**config.mk**
```make
export PLATFORM = sky130hd
export DESIGN_NAME = vga_timing_gen
export DESIGN_NICKNAME = d
export VERILOG_FILES = /design/src/rtl/vga_timing_pkg.sv /design/src/rtl/vga_timing_gen_delay_line.sv /design/src/rtl/vga_timing_gen.sv
export SDC_FILE = /design/constraint.sdc
export NUM_CORES = 1
export LEC_CHECK = 0
export CORE_MARGIN = 5
export CORE_UTILIZATION = 45
export DETAILED_ROUTE_END_ITERATION = 16
export PLACE_DENSITY = 0.74
export SLEW_MARGIN = 5
export SYNTH_ARGS = -nofsm -noshare
export SYNTH_HDL_FRONTEND = slang
export SYNTH_SLANG_ARGS = --single-unit
```
**constraint.sdc**
```tcl
create_clock -name clk25175KHz -period 2 [get_ports clk25175KHz]
set_input_delay 0.3 -clock clk25175KHz [delete_from_list [all_inputs] [get_ports clk25175KHz]]
set_output_delay 0.3 -clock clk25175KHz [all_outputs]
set_load 0.01 [all_outputs]
```
**src/rtl/vga_timing_pkg.sv**
```systemverilog
// ---------------------------------------------------------------------------
// vga_timing_pkg
// Shared constants and helpers for the VGA raster timing generator.
//   - DEF_* : default 640x480@60 timing (25.175 MHz pixel clock)
//   - line_total()  : active + porches + sync, for either axis
//   - sync_start()  : first counter value inside the sync region
//   - sync_end()    : first counter value after the sync region
//   - cnt_w()       : counter width able to hold 0..n-1
// ---------------------------------------------------------------------------
package vga_timing_pkg;

    localparam int DEF_H_ACTIVE = 640;
    localparam int DEF_H_FP     = 16;
    localparam int DEF_H_SYNC   = 96;
    localparam int DEF_H_BP     = 48;
    localparam int DEF_V_ACTIVE = 480;
    localparam int DEF_V_FP     = 10;
    localparam int DEF_V_SYNC   = 2;
    localparam int DEF_V_BP     = 33;
    localparam int DEF_COLOR_W  = 1;
    localparam int DEF_PIPE     = 1;
    localparam int MAX_PIPE     = 8;

    function automatic int line_total(input int active, input int fp,
                                      input int sync, input int bp);
        return active + fp + sync + bp;
    endfunction

    function automatic int sync_start(input int active, input int fp);
        return active + fp;
    endfunction

    function automatic int sync_end(input int active, input int fp, input int sync);
        return active + fp + sync;
    endfunction

    function automatic int cnt_w(input int n);
        return (n <= 2) ? 1 : $clog2(n);
    endfunction

endpackage

```
**src/rtl/vga_timing_gen_delay_line.sv**
```systemverilog
// ---------------------------------------------------------------------------
// vga_delay_line
// Fixed-depth shift register used to delay the sync/active flags and the
// test-pattern colour so they line up with the sampled pixel data.
//   clk_i  : clock
//   rst_ni : asynchronous active-low clear; every stage loads RST_VAL
//   d_i    : data entering stage 0
//   q_o    : data leaving the last stage (DEPTH cycles after d_i)
// ---------------------------------------------------------------------------
module vga_delay_line #(
    parameter int               DEPTH   = 1,
    parameter int               WIDTH   = 1,
    parameter logic [WIDTH-1:0] RST_VAL = '0
) (
    input  logic             clk_i,
    input  logic             rst_ni,
    input  logic [WIDTH-1:0] d_i,
    output logic [WIDTH-1:0] q_o
);

    if (DEPTH < 1) begin : g_depth_check
        $error("vga_delay_line: DEPTH must be at least 1");
    end

    logic [WIDTH-1:0] stage_q [DEPTH];

    always_ff @(posedge clk_i or negedge rst_ni) begin
        if (!rst_ni) begin
            for (int i = 0; i < DEPTH; i++) begin
                stage_q[i] <= RST_VAL;
            end
        end else begin
            stage_q[0] <= d_i;
            for (int i = 1; i < DEPTH; i++) begin
                stage_q[i] <= stage_q[i-1];
            end
        end
    end

    assign q_o = stage_q[DEPTH-1];

endmodule

```
**src/rtl/vga_timing_gen.sv**
```systemverilog
// ---------------------------------------------------------------------------
// vga_timing_gen
// Parametrised VGA raster timing generator. The early stage publishes the
// raster position to the pixel source; PIPE cycles later the source returns
// the colour, which is registered once. hSync, vSync and de travel through a
// PIPE+1 deep delay line so all four outputs change on the same edge.
//
// Optional feature: define VGA_TEST_PATTERN_EN to add test_en, which
// replaces rgbIn with eight vertical colour bars.
//
// Ports:
//   clk25175KHz          in   pixel clock
//   reset                in   asynchronous, active-low
//   test_en              in   (VGA_TEST_PATTERN_EN only) colour-bar select
//   x, y                 out  early raster counters
//   active               out  early: inside the visible area
//   line_start           out  early: x == 0
//   frame_start          out  early: x == 0 && y == 0
//   redIn/greenIn/blueIn in   colour for the x/y issued PIPE cycles earlier
//   redOut/greenOut/blueOut out registered colour, 0 outside the visible area
//   hSync, vSync, de     out  registered syncs and data-enable
// ---------------------------------------------------------------------------
module vga_timing_gen
    import vga_timing_pkg::*;
#(
    parameter int H_ACTIVE  = DEF_H_ACTIVE,
    parameter int H_FP      = DEF_H_FP,
    parameter int H_SYNC    = DEF_H_SYNC,
    parameter int H_BP      = DEF_H_BP,
    parameter int V_ACTIVE  = DEF_V_ACTIVE,
    parameter int V_FP      = DEF_V_FP,
    parameter int V_SYNC    = DEF_V_SYNC,
    parameter int V_BP      = DEF_V_BP,
    parameter bit HSYNC_POL = 1'b0,
    parameter bit VSYNC_POL = 1'b0,
    parameter int COLOR_W   = DEF_COLOR_W,
    parameter int PIPE      = DEF_PIPE,
    localparam int H_TOTAL  = line_total(H_ACTIVE, H_FP, H_SYNC, H_BP),
    localparam int V_TOTAL  = line_total(V_ACTIVE, V_FP, V_SYNC, V_BP),
    localparam int XW       = cnt_w(H_TOTAL),
    localparam int YW       = cnt_w(V_TOTAL)
) (
    input  logic               clk25175KHz,
    input  logic               reset,
`ifdef VGA_TEST_PATTERN_EN
    input  logic               test_en,
`endif
    output logic [XW-1:0]      x,
    output logic [YW-1:0]      y,
    output logic               active,
    output logic               line_start,
    output logic               frame_start,
    input  logic [COLOR_W-1:0] redIn,
    input  logic [COLOR_W-1:0] greenIn,
    input  logic [COLOR_W-1:0] blueIn,
    output logic [COLOR_W-1:0] redOut,
    output logic [COLOR_W-1:0] greenOut,
    output logic [COLOR_W-1:0] blueOut,
    output logic               hSync,
    output logic               vSync,
    output logic               de
);

    if (PIPE < 0 || PIPE > MAX_PIPE || H_FP == 0 || H_SYNC == 0 || H_BP == 0 ||
        V_FP == 0 || V_SYNC == 0 || V_BP == 0) begin : g_param_check
        $error("vga_timing_gen: PIPE must be 0..8 and every porch/sync must be non-zero");
    end

    localparam logic [XW-1:0] X_LAST   = XW'(H_TOTAL - 1);
    localparam logic [XW-1:0] X_ACT    = XW'(H_ACTIVE);
    localparam logic [XW-1:0] HS_START = XW'(sync_start(H_ACTIVE, H_FP));
    localparam logic [XW-1:0] HS_END   = XW'(sync_end(H_ACTIVE, H_FP, H_SYNC));
    localparam logic [YW-1:0] Y_LAST   = YW'(V_TOTAL - 1);
    localparam logic [YW-1:0] Y_ACT    = YW'(V_ACTIVE);
    localparam logic [YW-1:0] VS_START = YW'(sync_start(V_ACTIVE, V_FP));
    localparam logic [YW-1:0] VS_END   = YW'(sync_end(V_ACTIVE, V_FP, V_SYNC));

    // ---- early stage: raster counters ----
    logic [XW-1:0] x_q, x_d;
    logic [YW-1:0] y_q, y_d;

    always_comb begin
        x_d = x_q + XW'(1);
        y_d = y_q;
        if (x_q == X_LAST) begin
            x_d = '0;
            // y advances on the same edge x wraps, and wraps itself on the last line
            y_d = (y_q == Y_LAST) ? '0 : y_q + YW'(1);
        end
    end

    always_ff @(posedge clk25175KHz or negedge reset) begin
        if (!reset) begin
            x_q <= '0;
            y_q <= '0;
        end else begin
            x_q <= x_d;
            y_q <= y_d;
        end
    end

    logic active_e;
    logic hs_raw;
    logic vs_raw;

    assign active_e    = (x_q < X_ACT) && (y_q < Y_ACT);
    assign hs_raw      = (x_q >= HS_START && x_q < HS_END) ? HSYNC_POL : ~HSYNC_POL;
    assign vs_raw      = (y_q >= VS_START && y_q < VS_END) ? VSYNC_POL : ~VSYNC_POL;

    assign x           = x_q;
    assign y           = y_q;
    assign active      = active_e;
    assign line_start  = (x_q == '0);
    assign frame_start = (x_q == '0) && (y_q == '0);

    // ---- late stage: flags delayed by PIPE+1 to meet the registered colour ----
    localparam logic [2:0] SYNC_RST = {1'b0, ~VSYNC_POL, ~HSYNC_POL};

    logic [2:0] sync_q;

    vga_delay_line #(
        .DEPTH   (PIPE + 1),
        .WIDTH   (3),
        .RST_VAL (SYNC_RST)
    ) u_sync_line (
        .clk_i  (clk25175KHz),
        .rst_ni (reset),
        .d_i    ({active_e, vs_raw, hs_raw}),
        .q_o    (sync_q)
    );

    assign hSync = sync_q[0];
    assign vSync = sync_q[1];
    assign de    = sync_q[2];

`ifdef VGA_TEST_PATTERN_EN
    // Bar index k = floor(x*8/H_ACTIVE); only meaningful while x is visible,
    // and the output is blanked elsewhere anyway.
    logic [2:0] bar_e;
    logic [2:0] bar_q;
    logic       ten_q;

    assign bar_e = 3'({x_q, 3'b000} / (XW+3)'(H_ACTIVE));

    vga_delay_line #(
        .DEPTH   (PIPE + 1),
        .WIDTH   (3),
        .RST_VAL (3'b000)
    ) u_pattern_line (
        .clk_i  (clk25175KHz),
        .rst_ni (reset),
        .d_i    (bar_e),
        .q_o    (bar_q)
    );
`endif

    // rgbIn for pixel p arrives PIPE cycles after p was issued; one register
    // here brings it to the same edge as the last delay-line tap.
    logic [COLOR_W-1:0] red_q, green_q, blue_q;

    always_ff @(posedge clk25175KHz or negedge reset) begin
        if (!reset) begin
            red_q   <= '0;
            green_q <= '0;
            blue_q  <= '0;
`ifdef VGA_TEST_PATTERN_EN
            ten_q   <= 1'b0;
`endif
        end else begin
            red_q   <= redIn;
            green_q <= greenIn;
            blue_q  <= blueIn;
`ifdef VGA_TEST_PATTERN_EN
            ten_q   <= test_en;
`endif
        end
    end

    always_comb begin
        redOut   = '0;
        greenOut = '0;
        blueOut  = '0;
        if (de) begin
            redOut   = red_q;
            greenOut = green_q;
            blueOut  = blue_q;
`ifdef VGA_TEST_PATTERN_EN
            if (ten_q) begin
                redOut   = {COLOR_W{bar_q[2]}};
                greenOut = {COLOR_W{bar_q[1]}};
                blueOut  = {COLOR_W{bar_q[0]}};
            end
`endif
        end
    end

endmodule

```
Word level (Yosys, flattened, before mapping)
Cells that the tools add are included.

storage, ports and cells
  output and inout port bits = 29
  memories = 0
  bits of input ports = 5
  word-level logic and storage cells = 30
  memory bits (read-only) = 0
  register bits after elaboration = 29
  bits in latches = 0
  RAM bits = 0

cells by class
  magnitude comparators = 6
  eq/ne operators = 2
  mux-type cells = 7
  div/mod/pow operators = 0
  shift operators = 0
  bitwise operators = 0
  multiply operators = 0
  add/subtract/negate cells = 2
  reduce and logical (&&, ||, !) cells = 6

operators by type and width
  cell                   count
  $add 10x1->10 const B  2
  $eq 10x10->1 const B   2
  $logic_not 10->1       2
  $lt 10x10->1 const B   2
  $lt 10x9->1 const B    2
  $mux 10                2
  $ge 10x10->1 const B   1
  $ge 10x9->1 const B    1
  $mux 1                 5
  $logic_and 1x1->1      4

Logic depth before layout (Yosys ltp)
  word-level depth = 3
  mapped depth = 6
  depth with buffers taken out = 5

Hierarchy
Synthesis repeated with hierarchy kept, for this count alone.

unflattened totals
  cells, all modules = 124
  area, all modules = 1392.6 µm²

modules (own cells, without submodules)
  module          area an instance (µm²)  sequential area each (µm²)  times used  cells an instance
  vga_timing_gen  1214.9                  575.6                       1           115
  vga_delay_line  177.7                   155.1                       1           9

Least setup slack after synthesis
No wires, ideal clock.

  path type = reg2reg
  start point = reg x_q[5] (netlist: x[5])
  end point = reg y_q[3] (netlist: y[3])
  slack = 0.104 ns
  stages on the path, launching flop included = 6
  required time = 1.874 ns
  arrival = 1.770 ns
  library setup time = 0.126 ns
  path buffers = 1
  period minus slack after synthesis = 1.896 ns
  cell sequence = dfrtp_1 -> or4b_4 -> nor3_4 -> buf_6 -> a21boi_2 -> a311o_1

on the way
  cells in the longest elaborated chain, start to end = 1

RTL lines
  item                      RTL line              RTL
  start: declaration        vga_timing_gen.sv:79  logic [XW-1:0] x_q, x_d;
  start signal: assignment  vga_timing_gen.sv:94  x_q <= '0;
  start signal: assignment  vga_timing_gen.sv:97  x_q <= x_d;
  $eq 10x10->1              vga_timing_gen.sv:85  if (x_q == X_LAST) begin
  end signal: assignment    vga_timing_gen.sv:98  y_q <= y_d;
  end: declaration          vga_timing_gen.sv:80  logic [YW-1:0] y_q, y_d;

No other way between the ends.
A chain may end at the register's enable or synchronous reset.

Worst setup path after layout
Same ends and word-level chain as after synthesis.

==> out/qor.yml <==
post-route-drc-count: 0
syn_area_per_cell_um2: 10.89
dieArea_mm2: 0.004340
syn-cell-area_mm2: 0.001405
fmax_mhz: 510.9
pwr-share-clk_pct: 48.8
cp-end-kind: "flip-flop"
dp_cells: 220
htree_num_levels: 2
fin_crit_sh_pct: 97.87
place_congestion: 0.8411
io_buffer_count: 33
antenna_found_initial: 0
synth_area_leaders: "dfrtp_1, dfstp_2, nor2_1"
dr.pass1.iters: 4
via_count: 1194
antenna-diode-count: 0
coreArea_mm2: 0.003028
hold_viol: 0
p_per_area_mw_per_mm2: 590.6
overflow: 0
cp.required_ns: 2.19
ir_drop_uv: 509.3
finalSetupViolations: 0
cts_tree: "done"
cap_violations: 0
seq_power_share_pct: 48.7
cts_root_buf: "clkbuf_4"
clk_latency_ns: 0.31
rsz0062_at_grt: "false"
synthArstFlopShare_pct: 100.0
grt_max_degree: 30
crit_fanout: 7
die_height_um: 65.88
drive_above_1_share_pct: 24.73
skew_ns: 0.003245
hold_class: "flip-flop to flip-flop"
yosys-top-cells-count: "dfrtp_1, nor2_1, nand4_1, nand3_1"
swShare_pct: 18.13
synth_ff_type: "dfrtp_1"
relSlewSlack_pct: 75.55
synth.most_common_cell: "dfrtp_1"
nNetsFinal: 194
seq_area_um2: 732.0
num_rows: 20
first_global_vias: 1178
yosysWarnings: 0
synth_cell_types: 40
areaGrowthSynthToFinish_pct: 45.86
cts_sinks: 29
setup-tns-final_ns: 0
ant_nets: 0
synth_largest_area_cell: "dfrtp_1"
track_usage_pct: 17.18
cts_inserted_buffers: 5
synthCells: 129
yosysSeqAreaShare_pct: 52.00
status: "finished clean"
nFillCells: 242
cts_buffer_depth: 2
worst-setup-path-type: "flip-flop to flip-flop"
dpl.hpwl_um: 2457
totalWireLength_um: 3409
vias_per_cell: 5.191
yosys_register_bits: 29
final-max-slew-violation-count: 0
wl_per_cell_um: 14.82
worstPathArrival_ns: 2.15
initial_utilization_pct: 46.40
synthesis.nets: 138
synth_top_area_share_pct: 44.52
period_needed_ns: 1.957
intPower_uw: 990.9
synth_edf_count: 0
multi_input_area_um2: 656.9
grt_pass1_wl_um: 5616
final_cells: 230
cp-start-kind: "flip-flop"
worst_slew_pin_slew_ns: 0.3668
pin_count: 34
p_sw_uw: 219.4
drtIter0Drc: 51
clkTransAtPathRegs_ns: 0.09
die_width_um: 65.88
comb_power_share_pct: 2.5
p_leak_nw: 0.9364
-- metrics by stage --
step	area [um^2]	worst slack [ns]	utilization, %	hold WS (ns)	power, mW
3_5_place_dp	1906	0.05010	62.93	0.3412	0.6323
4_1_cts	2019	0.004484	66.69	0.3607	1.225
2_1_floorplan	1405	0.1037	-	0.004409	0.6051
6_report	2049	0.04255	67.69	0.3595	1.210
5_1_grt	2049	0.004432	67.69	0.3638	1.254
3_3_place_gp	1906	0.1093	62.93	0.3360	0.6319
-- cell usage in the layout, fill, tap and decap left out, drive strengths merged, types with 6 or more instances in the layout --
| cell type | netlist | layout |
|---|---|---|
| nor2 | 14 | 14 |
| dfrtp | 25 | 25 |
| nand3 | 7 | 7 |
| clkbuf | 2 | 6 |
| clkdlybuf4s50 | 0 | 30 |
| nand4 | 8 | 8 |
| buf | 3 | 21 |
-- sequential cells by signal, indices dropped and copies added (netlist names) --
signal	cells
red_q	1
u_sync_line.q_o	3
x	10
y	10
green_q	1
blue_q	1
u_sync_line.stage_q	3
-- path summary, 6_finish.rpt --
kind / start / endpoint / slack (ns) / cells after the start
max: x[5] / y[3] / 0.04 / 5
min: u_sync_line.stage_q[4] / u_sync_line.q_o[1] / 0.36 / 0
max reg2reg: x[5] / y[3] / 0.04 / 5
min reg2reg: u_sync_line.stage_q[4] / u_sync_line.q_o[1] / 0.36 / 0
max in group asynchronous: reset / u_sync_line.stage_q[4] / 1.32 / 2
min in group asynchronous: reset / blue_q / 0.37 / 2
-- metal layers --
layer | share of wire (%) | global-route usage (%) | routed length, um | vias to the layer above
li1 | - | - | - | 574
met1 | 44 | 20.00 | 1491 | 571
met2 | 49 | 29.04 | 1672 | 40
met3 | 4.6 | 4.082 | 158 | 9
met4 | 2.6 | 9.067 | 87 | 0
met5 | 0 | 0 | 0 | -
-- final cells by class --
type,count,area share [%]
flip-flops and latches,29,35.71
multi-input cells,90,32.05
repair buffers,54,23.63
clock inverters,3,3.175
well taps,44,2.686
clock buffers,5,1.831
inverters,5,0.9157
-- worst max-delay path: stages (launching register included) --
cell,delay (ns)
dfrtp_1,0.40
buf_4,0.17
or4b_4,0.61
nor3_4,0.21
a21boi_2,0.10
a311o_1,0.35
-- cell families after synthesis --
| logic type | after synthesis | share of synthesized area, % |
|---|---|---|
| AO/OA/AOI/OAI | 13 | 6.856 |
| XOR/XNOR | 10 | 6.233 |
| adder cells (fa/ha/maj) | 4 | 3.562 |
| buffers and inverters | 10 | 3.294 |
| flip-flops | 29 | 52.00 |
| multiplexers | 1 | 0.8014 |
| AND/OR/NAND/NOR | 62 | 27.25 |
-- timing repair --
action | 4_1_cts | 5_1_grt
gates cloned | 0 | 0
buffers inserted | 1 | 1
setup endpoints to repair | 3 | 6
pin swaps | 1 | 3
gates resized for setup | 5 | 7
hold buffers | 0 | 0
-- power by group through the flow --
| stage | registers (mW) | clock network (mW) | logic, mW |
|---|---|---|---|
| floorplan | 0.601 | 0 | 0.00399 |
| global placement | 0.601 | 0 | 0.0307 |
| detailed placement | 0.601 | 0 | 0.0310 |
| CTS | 0.590 | 0.604 | 0.0312 |
| global route | 0.590 | 0.630 | 0.0335 |
| finish | 0.590 | 0.590 | 0.0300 |
Power figures use the tool's default switching activity.
==> RTL edit (config.mk and constraints unchanged) <==
`y_q` no longer has a reset.
--- a/src/rtl/vga_timing_gen.sv
+++ b/src/rtl/vga_timing_gen.sv
@@ -92,11 +92,13 @@
     always_ff @(posedge clk25175KHz or negedge reset) begin
         if (!reset) begin
             x_q <= '0;
-            y_q <= '0;
         end else begin
             x_q <= x_d;
-            y_q <= y_d;
-        end
+        end
+    end
+
+    always_ff @(posedge clk25175KHz) begin
+        y_q <= y_d;
     end
 
     logic active_e;
Function: same outputs for any inputs over 10 cycles, from zero or initial values and one cycle with reset low; that may be too few to reach the edited logic, so the function may still have changed.
==> RTL edit against the unedited design <==
  * Count of clock-buffer cells in the layout rose by 2
  * Global-route usage fell by 2.2 points
  * Synthesized area fell by 1.4%
  * Sequential cell count did not move
  * Setup slack improved by 0.11 ns
  * Utilization fell by 3.1 points
  * Total power fell by 15%
  * Combinational power fell by 13%
  * Cell area fell by 5.3%
  * Via count fell by 7.9%
  * Wire length fell by 14%
  * Critical path type is now register to output port
  * Largest cell class unchanged
  * Largest power group unchanged
==> RTL edit: results (changes against the unedited design) <==
- The worst ir drop on vdd is 0.414 mV (was 0.509 mV).
- The routability congestion estimate from global placement is 0.806 (was 0.841).
- Number of clock buffer instances in the layout: 7 (was 5)
- Finished Core Util: 64.6% (was 67.7%)
- The reg-to-reg critical path startpoint is x[0]$_DFF_PN0_ (was x[5]$_DFF_PN0_).
- Top cells by count, synth: dfrtp_1, edfxtp_1, nand3_1, nand2_1 (was dfrtp_1, nor2_1, nand4_1, nand3_1).
* Endpoint of the lowest-slack register-to-register path: y[0]$_SDFFCE_PN0N_ (was y[3]$_DFFE_PN0N_)
- The maximum single-stage delay on the critical path came to 0.42 ns (was 0.61 ns).
* Clock-cell share: 3.61% (was 5.01%)
- Total of fill cells in the finished design: 247 (was 242)
- Non-clk bufs: 51 (was 54)
- The via count normalized by instance count was 5.21 (was 5.19).
- Post-Layout Cell Count: 211 (was 230)
- The fraction of area in non-clock buffers came to 23.6% (about the same).
- The cell count after placement came to 203 (was 220).
- Maximum number of pins on one net before global-route repair: 20 (was 30)
- Wire length of the first global-routing pass: 4.97 mm (was 5.62 mm)
- The DRC violation total after the first TritonRoute iteration is 24 (was 51).
- The type of the tightest min-delay check is primary input to async pin (was register to register).
- Number of global-route vias before repair: 1088 (was 1178)
- Tightest hold margin: 0.313 ns (was 0.360 ns)
* CP top delay family: buffers and inverters (was simple AND/OR/NAND/NOR gates)
* Post-CTS repair timing setup buffer count: 0 (was 1)
- The quantity of gates resized following cts was 6 (was 5).
- Share of flip-flops with an asynchronous set or reset after synthesis: 65.5% (was 100%)
- Run status: finished clean (unchanged).
- Post-detailed-placement cell area: 0.00186 mm^2 (was 0.00191 mm^2)
* Static Leakage: 0.799 nW (was 0.936 nW)
- The register-to-register setup slack was 0.34 ns (was 0.04 ns).
* Highest net fanout along the worst path: 4 (was 7)
- HPWL reported at the end of detailed placement: 2.24 mm (was 2.46 mm)
- Arrival time of the worst setup path: 1.54 ns (was 2.15 ns)
- The multi-input logic portion of the cell area came to 29.0% (was 32.1%).
- Fraction of synthesized cell area taken by the top area cell type: 27.1% (was 44.5%)
- The final clock skew came to 0.00113 ns (was 0.00324 ns).
* Synth Area per Inst: 11.2 um^2 (was 10.9 um^2)
- Standard cell with the maximum stage delay on the critical path: edfxtp_1 (was or4b_4)
- Dpl ws: 0.0540 ns (was 0.0501 ns)
## RTL edit: cell types whose count changed in the layout (fill, tap and decap cells not counted), moves of 4 or more
cell,change
nand2_1,+4
nor2_1,-9
dfrtp_1,-10
nand4_1,-4
edfxtp_1,+10
## RTL edit: cells by family after synthesis
family / synth area share (%)
xor+xnor: 6.32
mux: 0.813
flops: 56.4
simple gates: 22.7
compound gates: 6.14
buf+inv: 4.06
fa+ha+maj: 3.61
## RTL edit: per-layer routing
| metal | vias to the layer above | routed length (um) | global-route usage [%] |
|---|---|---|---|
| met3 | 2 | 99 | 3.76 |
| li1 | 550 | - | - |
| met1 | 527 | 1290 | 18.2 |
| met4 | 0 | 25 | 6.22 |
| met2 | 21 | 1510 | 25.0 |
| met5 | - | 0 | 0 |
## RTL edit: power breakdown
part	leakage (nW)	switching [mW]	total [mW]	internal [mW]
Combinational	0.423	0.0115	0.0262	0.0147
Sequential	0.335	0.000631	0.614	0.614
Clock	0.0413	0.190	0.394	0.204
Total	0.799	0.202	1.03	0.832
## RTL edit: worst register-to-register path: stages, from the launching register on
cell and delay, ns:
dfrtp_1 0.44, ha_1 0.23, nand3_1 0.16, nor4_4 0.28
buf_4 0.26
## RTL edit: worst max-delay path by stage
stage / from / to / slack, ns / cells after the start
after floorplan: x[6]$_DFF_PN0_ / y[0]$_SDFFCE_PN0N_ / 0.08 / 3
after global placement: x[8]$_DFF_PN0_ / frame_start / 0.1 / 4
after detailed placement: y[6]$_SDFFCE_PN0N_ / frame_start / 0.05 / 4
after CTS: y[0]$_SDFFCE_PN0N_ / frame_start / 0.02 / 6
after global routing: y[0]$_SDFFCE_PN0N_ / frame_start / 0.03 / 6
final: y[7]$_SDFFCE_PN0N_ / active / 0.16 / 4
